`config.mk`:
```
export PLATFORM = sky130hd
export DESIGN_NAME = serial_receiver
export DESIGN_NICKNAME = d
export VERILOG_FILES = /design/src/rtl/serial_receiver_pkg.sv /design/src/rtl/rx_shift_core.sv /design/src/rtl/serial_receiver.sv
export SDC_FILE = /design/constraint.sdc
export NUM_CORES = 1
export LEC_CHECK = 0
export ABC_AREA = 0
export CAP_MARGIN = 20
export CORE_MARGIN = 3
export CORE_UTILIZATION = 52
export DETAILED_ROUTE_END_ITERATION = 6
export GPL_ROUTABILITY_DRIVEN = 0
export PLACE_DENSITY = 0.81
export SYNTH_ARGS = -nofsm -noshare
export SYNTH_HDL_FRONTEND = slang
export SYNTH_SLANG_ARGS = --single-unit
```
`constraint.sdc`:
```
create_clock -name clk -period 4.3 [get_ports clk]
set_clock_uncertainty 0.15 [all_clocks]
set_input_delay 0.86 -clock clk [delete_from_list [all_inputs] [get_ports clk]]
set_output_delay 0.86 -clock clk [all_outputs]
set_load 0.005 [all_outputs]
```
`src/rtl/serial_receiver_pkg.sv`:
```
`default_nettype none
// ============================================================================
// Module      : serial_receiver_pkg
// Description : Shared types and constants for the serial word receiver.
// Revision    : 1.0 - initial release
// ============================================================================
package serial_receiver_pkg;

    localparam int c_WIDTH_DEFAULT = 8;
    localparam int c_CNT_W_DEFAULT = $clog2(c_WIDTH_DEFAULT);

    typedef enum logic [0:0] {
        ST_IDLE  = 1'b0,
        ST_SHIFT = 1'b1
    } rx_state_t;

    // Bit counter width for a given word width; never narrower than one bit.
    function automatic int cnt_width(input int width);
        return (width < 2) ? 1 : $clog2(width);
    endfunction

endpackage : serial_receiver_pkg
`default_nettype wire

```
`src/rtl/rx_shift_core.sv`:
```
`default_nettype none
// ============================================================================
// Module      : rx_shift_core
// Description : MSB-first shift register and bit counter; flags word completion.
// Revision    : 1.0 - initial release
// ============================================================================
module rx_shift_core
    import serial_receiver_pkg::*;
#(
    parameter int WIDTH = c_WIDTH_DEFAULT
) (
    input  logic             clk,
    input  logic             reset_n,
    input  logic             i_accept,
    input  logic             i_abort,
    input  logic             i_sin,
    output logic             o_done,
    output logic [WIDTH-1:0] o_word
);

    localparam int             CNT_W  = cnt_width(WIDTH);
    localparam logic [CNT_W-1:0] c_LAST = CNT_W'(WIDTH - 1);

    // Only WIDTH-1 bits are ever stored; the final bit is taken live from i_sin.
    logic [WIDTH-2:0] r_shift;
    logic [CNT_W-1:0] r_count;
    logic [WIDTH-1:0] w_shift_next;

    assign w_shift_next = {r_shift, i_sin};
    assign o_word       = w_shift_next;
    assign o_done       = i_accept && (r_count == c_LAST);

    always_ff @(posedge clk or negedge reset_n) begin
        if (!reset_n) begin
            r_shift <= '0;
            r_count <= '0;
        end else if (i_abort) begin
            r_count <= '0;
        end else if (i_accept) begin
            r_shift <= w_shift_next[WIDTH-2:0];
            r_count <= o_done ? '0 : r_count + CNT_W'(1);
        end
    end

endmodule : rx_shift_core
`default_nettype wire

```
`src/rtl/serial_receiver.sv`:
```
`default_nettype none
// ============================================================================
// Module      : serial_receiver
// Description : Serial-to-parallel receiver with one-word output buffer,
//               valid/ready handshake and sticky overrun flag.
// Revision    : 1.0 - initial release
// ============================================================================
module serial_receiver
    import serial_receiver_pkg::*;
#(
    parameter int WIDTH = c_WIDTH_DEFAULT
) (
    input  logic             clk,
    input  logic             reset_n,
    input  logic             sin,
    input  logic             sin_valid,
    input  logic             abort,
    output logic [WIDTH-1:0] data_out,
    output logic             out_valid,
    input  logic             out_ready,
    output logic             busy,
    output logic             overrun,
    input  logic             overrun_clr
);

    rx_state_t        r_state;
    rx_state_t        w_state_next;
    logic             w_accept;
    logic             w_done;
    logic [WIDTH-1:0] w_word;
    logic             w_handshake;
    logic             w_overrun_set;
    logic [WIDTH-1:0] r_data;
    logic             r_valid;
    logic             r_overrun;

    assign w_accept = sin_valid && !abort;

    rx_shift_core #(
        .WIDTH    (WIDTH)
    ) u_core (
        .clk      (clk),
        .reset_n  (reset_n),
        .i_accept (w_accept),
        .i_abort  (abort),
        .i_sin    (sin),
        .o_done   (w_done),
        .o_word   (w_word)
    );

    always_ff @(posedge clk or negedge reset_n) begin
        if (!reset_n) begin
            r_state <= ST_IDLE;
        end else begin
            r_state <= w_state_next;
        end
    end

    always_comb begin
        w_state_next = r_state;
        busy         = 1'b0;
        case (r_state)
            ST_IDLE: begin
                if (w_accept) begin
                    w_state_next = ST_SHIFT;
                end
            end
            ST_SHIFT: begin
                busy = 1'b1;
                if (abort || w_done) begin
                    w_state_next = ST_IDLE;
                end
            end
            default: begin
                w_state_next = ST_IDLE;
            end
        endcase
    end

    assign w_handshake   = r_valid && out_ready;
    // A word finishing into a full, undrained buffer is lost.
    assign w_overrun_set = w_done && r_valid && !out_ready;

    always_ff @(posedge clk or negedge reset_n) begin
        if (!reset_n) begin
            r_data  <= '0;
            r_valid <= 1'b0;
        end else if (w_done && (!r_valid || w_handshake)) begin
            r_data  <= w_word;
            r_valid <= 1'b1;
        end else if (w_handshake) begin
            r_valid <= 1'b0;
        end
    end

    always_ff @(posedge clk or negedge reset_n) begin
        if (!reset_n) begin
            r_overrun <= 1'b0;
        end else if (w_overrun_set) begin
            r_overrun <= 1'b1;
        end else if (overrun_clr) begin
            r_overrun <= 1'b0;
        end
    end

    assign data_out  = r_data;
    assign out_valid = r_valid;
    assign overrun   = r_overrun;

endmodule : serial_receiver
`default_nettype wire

```
==> metrics.md <==
| Metric | Value |
|---|---|
| Antenna fix cells | 0 |
| Crit share post-route | roughly 56% |
| Max H-tree Level | 1 |
| Synth Cell Area | roughly 900 µm² |
| EDFF count, synth | 0 |
| Core Footprint | between 1500 and 2000 µm² |
| Gr ovfl total | 0 |
| Port-buffer cells | 17 |
| Drt via density | around 5.5 |
| Wire length per cell | roughly 15 µm |
| Clk_lat worst skew | about 300 ps |
| Worst-Margin Slew | just over 900 ps |
| Global-route wire length before repair | roughly 2300 µm |
| Ports | 18 |
| CTS Buf Count | 3 |
| DRC | 0 |
| Arrival time at the worst endpoint | approximately 2500 ps |
| Setup TNS | 0 ps |
| RSZ-0062 raised after global routing | false |
| Die Wd | between 40 and 50 µm |
| Clock tree from TritonCTS | done |
| Fraction of registers with async set/reset | between 90% and 100% |
| Die Area | between 2000 and 2500 µm² |
| Final nets | between 80 and 90 |
| Leak | 0.000500 µW |
| Worst VDD drop | ~0.00022 V |
| Post-CTS Resized | 0 |
| Chip height | approximately 48 µm |
| Relative slew margins | between 30% and 40% |
| Fmax | 0.412 GHz |
| Gr usage total | 14.8% |
| Grt met3 use | under 10% |
| Outcome | completed |
| Cells along the critical path | clkdlybuf4s50_1, nor2b_4, and3_4, mux2_4 |
| CP startpoint kind | primary input |
| Top_reg_cell synth | dfrtp_1 |
| Final min period | around 2400 ps |
| Flops & latches, synth | 21 |
| Final Slew Violations | 0 |
| Min-Delay Path Class | reg2reg |
| Yosys Warn Count | 0 |
| Sink Count | 21 |
| Hold-fix buffers, CTS | 0 |
| Drt first pass iters | 3 |
| Slowest CP cell | clkdlybuf4s50_1 |
| Layout area overhead | 20.5% |
| Met1 Resource Use GR | 19.7% |
| Crit Path Category | in2reg |
| Unique masters post-synth | 17 |
| GRT busiest layer | met2 |
| Max clock buf depth | 2 |
| Power density over the cells | 356 nW/µm² |
| HPWL after DPL | between 1000 and 1500 µm |
| Syn avg cell area | between 15 and 20 µm² |
| Reg clk slew, reported paths | about 120 ps |
| Synthesized net count | 67 |
| Worst path max stage delay | between 600 and 700 ps |
| Critical-path maximum fanout | 9 |
| Total routed wirelength | around 1400 µm |
| Max-Cap Viols | 0 |
| Final setup violation count | 0 |
| Initial DRC count | 2 |
| Site Rows | 14 |
| GR Layer Usage met2 | approximately 23% |
| Largest net degree at the start of global routing | 22 |
| Placed Instances | 88 |
| Via count | 503 |
| Multi-input logic area | ~330 µm² |
| Post-DRT Antenna Nets | 0 |
| Starting Density | between 50% and 60% |
| CTS Root Cell | clkbuf_4 |
| Crit. End Element | register |
| Antenna violations before repair | 0 |
| Non-filler cells, final | slightly above 90 |
| Vias in the first global route | 500 |
| Layout cell share with drive strength beyond 1 | roughly 28% |
| Final Hold Fails | 0 |
| Seq/Total Area, Yosys | slightly below 60% |
| Post-CTS Repair Setup Buffers | 0 |
| Crit path required time | roughly 4400 ps |
| FF+latch area | about 530 µm² |
| Fillers | 121 |
| Synth Instances | a little under 60 |
==> layout by cell type, fill, tap and decap left out, drive strengths merged <==
master	count
dfrtp	21
clkinv	1
clkdlybuf4s50	17
and3	1
nand3b	1
clkbuf	3
mux2i	2
nor2b	1
o21bai	1
a31oi	1
ha	2
nand2	2
inv	1
mux2	15
o22ai	1
a21oi	1
nand2b	2
nor2	3
==> cell usage after synthesis (all sizes together), types with 2 or more instances <==
cell    number  area (µm²)
dfrtp       21         526
nor2         3        11.3
buf          3        33.8
ha           2        25.0
nand2        2        7.51
mux2        15         199
mux2i        2        20.0
nand2b       2        12.5
==> cell type report <==
cell class | count | area share [%]
clock buffers | 3 | 2.09
well taps | 16 | 1.85
inverters | 1 | 0.348
repair buffers | 17 | 15.8
flip-flops and latches | 21 | 48.7
clock inverters | 1 | 0.463
multi-input cells | 33 | 30.8
==> metal layers <==
metal	vias to the layer above	routed length [µm]
li1	237	-
met1	253	677
met2	11	686
met3	2	41
met4	0	12
met5	-	0
==> worst paths after layout <==
kind | to | slack [ps] | startpoint | depth (start not counted)
worst max-delay path | data_out[4] | 1870 | sin_valid | 4
worst min register to register | r_state | 350 | r_state | 1
max in group asynchronous | u_core.r_shift[1] | 2530 | reset_n | 1
min in group asynchronous | u_core.r_shift[0] | 920 | reset_n | 1
worst min-delay path | r_state | 350 | r_state | 1
worst max register to register | data_out[4] | 2650 | u_core.r_count[0] | 4
==> stage by stage <==
step	hold slack [ps]	area, µm²	power [µW]	util, %	worst slack, ps
after floorplan	327	896	275	-	2210
after global placement	340	1050	293	67.5	1590
after detailed placement	338	1050	297	67.5	1530
after CTS	361	1080	388	69.3	1860
after global routing	377	1080	402	69.3	1820
final	353	1080	384	69.3	1870
==> power by group <==
part / internal, µW / switching (µW) / total [µW]
clock: 34.6 / 58.6 / 93.2
combinational: 30.7 / 16.2 / 46.9
sequential: 225 / 19.6 / 244
total: 290 / 94.4 / 384
==> sequential cells by signal (all words and copies together), names as in the netlist <==
register	count
r_state	1
u_core.r_count	3
overrun	1
out_valid	1
data_out	8
u_core.r_shift	7
==> critical path, delay by kind of cell <==
| family | cells | cell delay [ps] |
|---|---|---|
| buf+inv | 1 | 620 |
| simple gates | 2 | 670 |
| mux | 1 | 320 |
==> cells by family after synthesis <==
logic type               synth area share (%)
adder cells (fa/ha/maj)                  2.79
AO/OA/AOI/OAI                            2.79
AND/OR/NAND/NOR                          7.12
flip-flops                               58.7
buffers and inverters                    4.19
multiplexers                             24.4
Note: power is estimated with default switching activity, not from simulation.
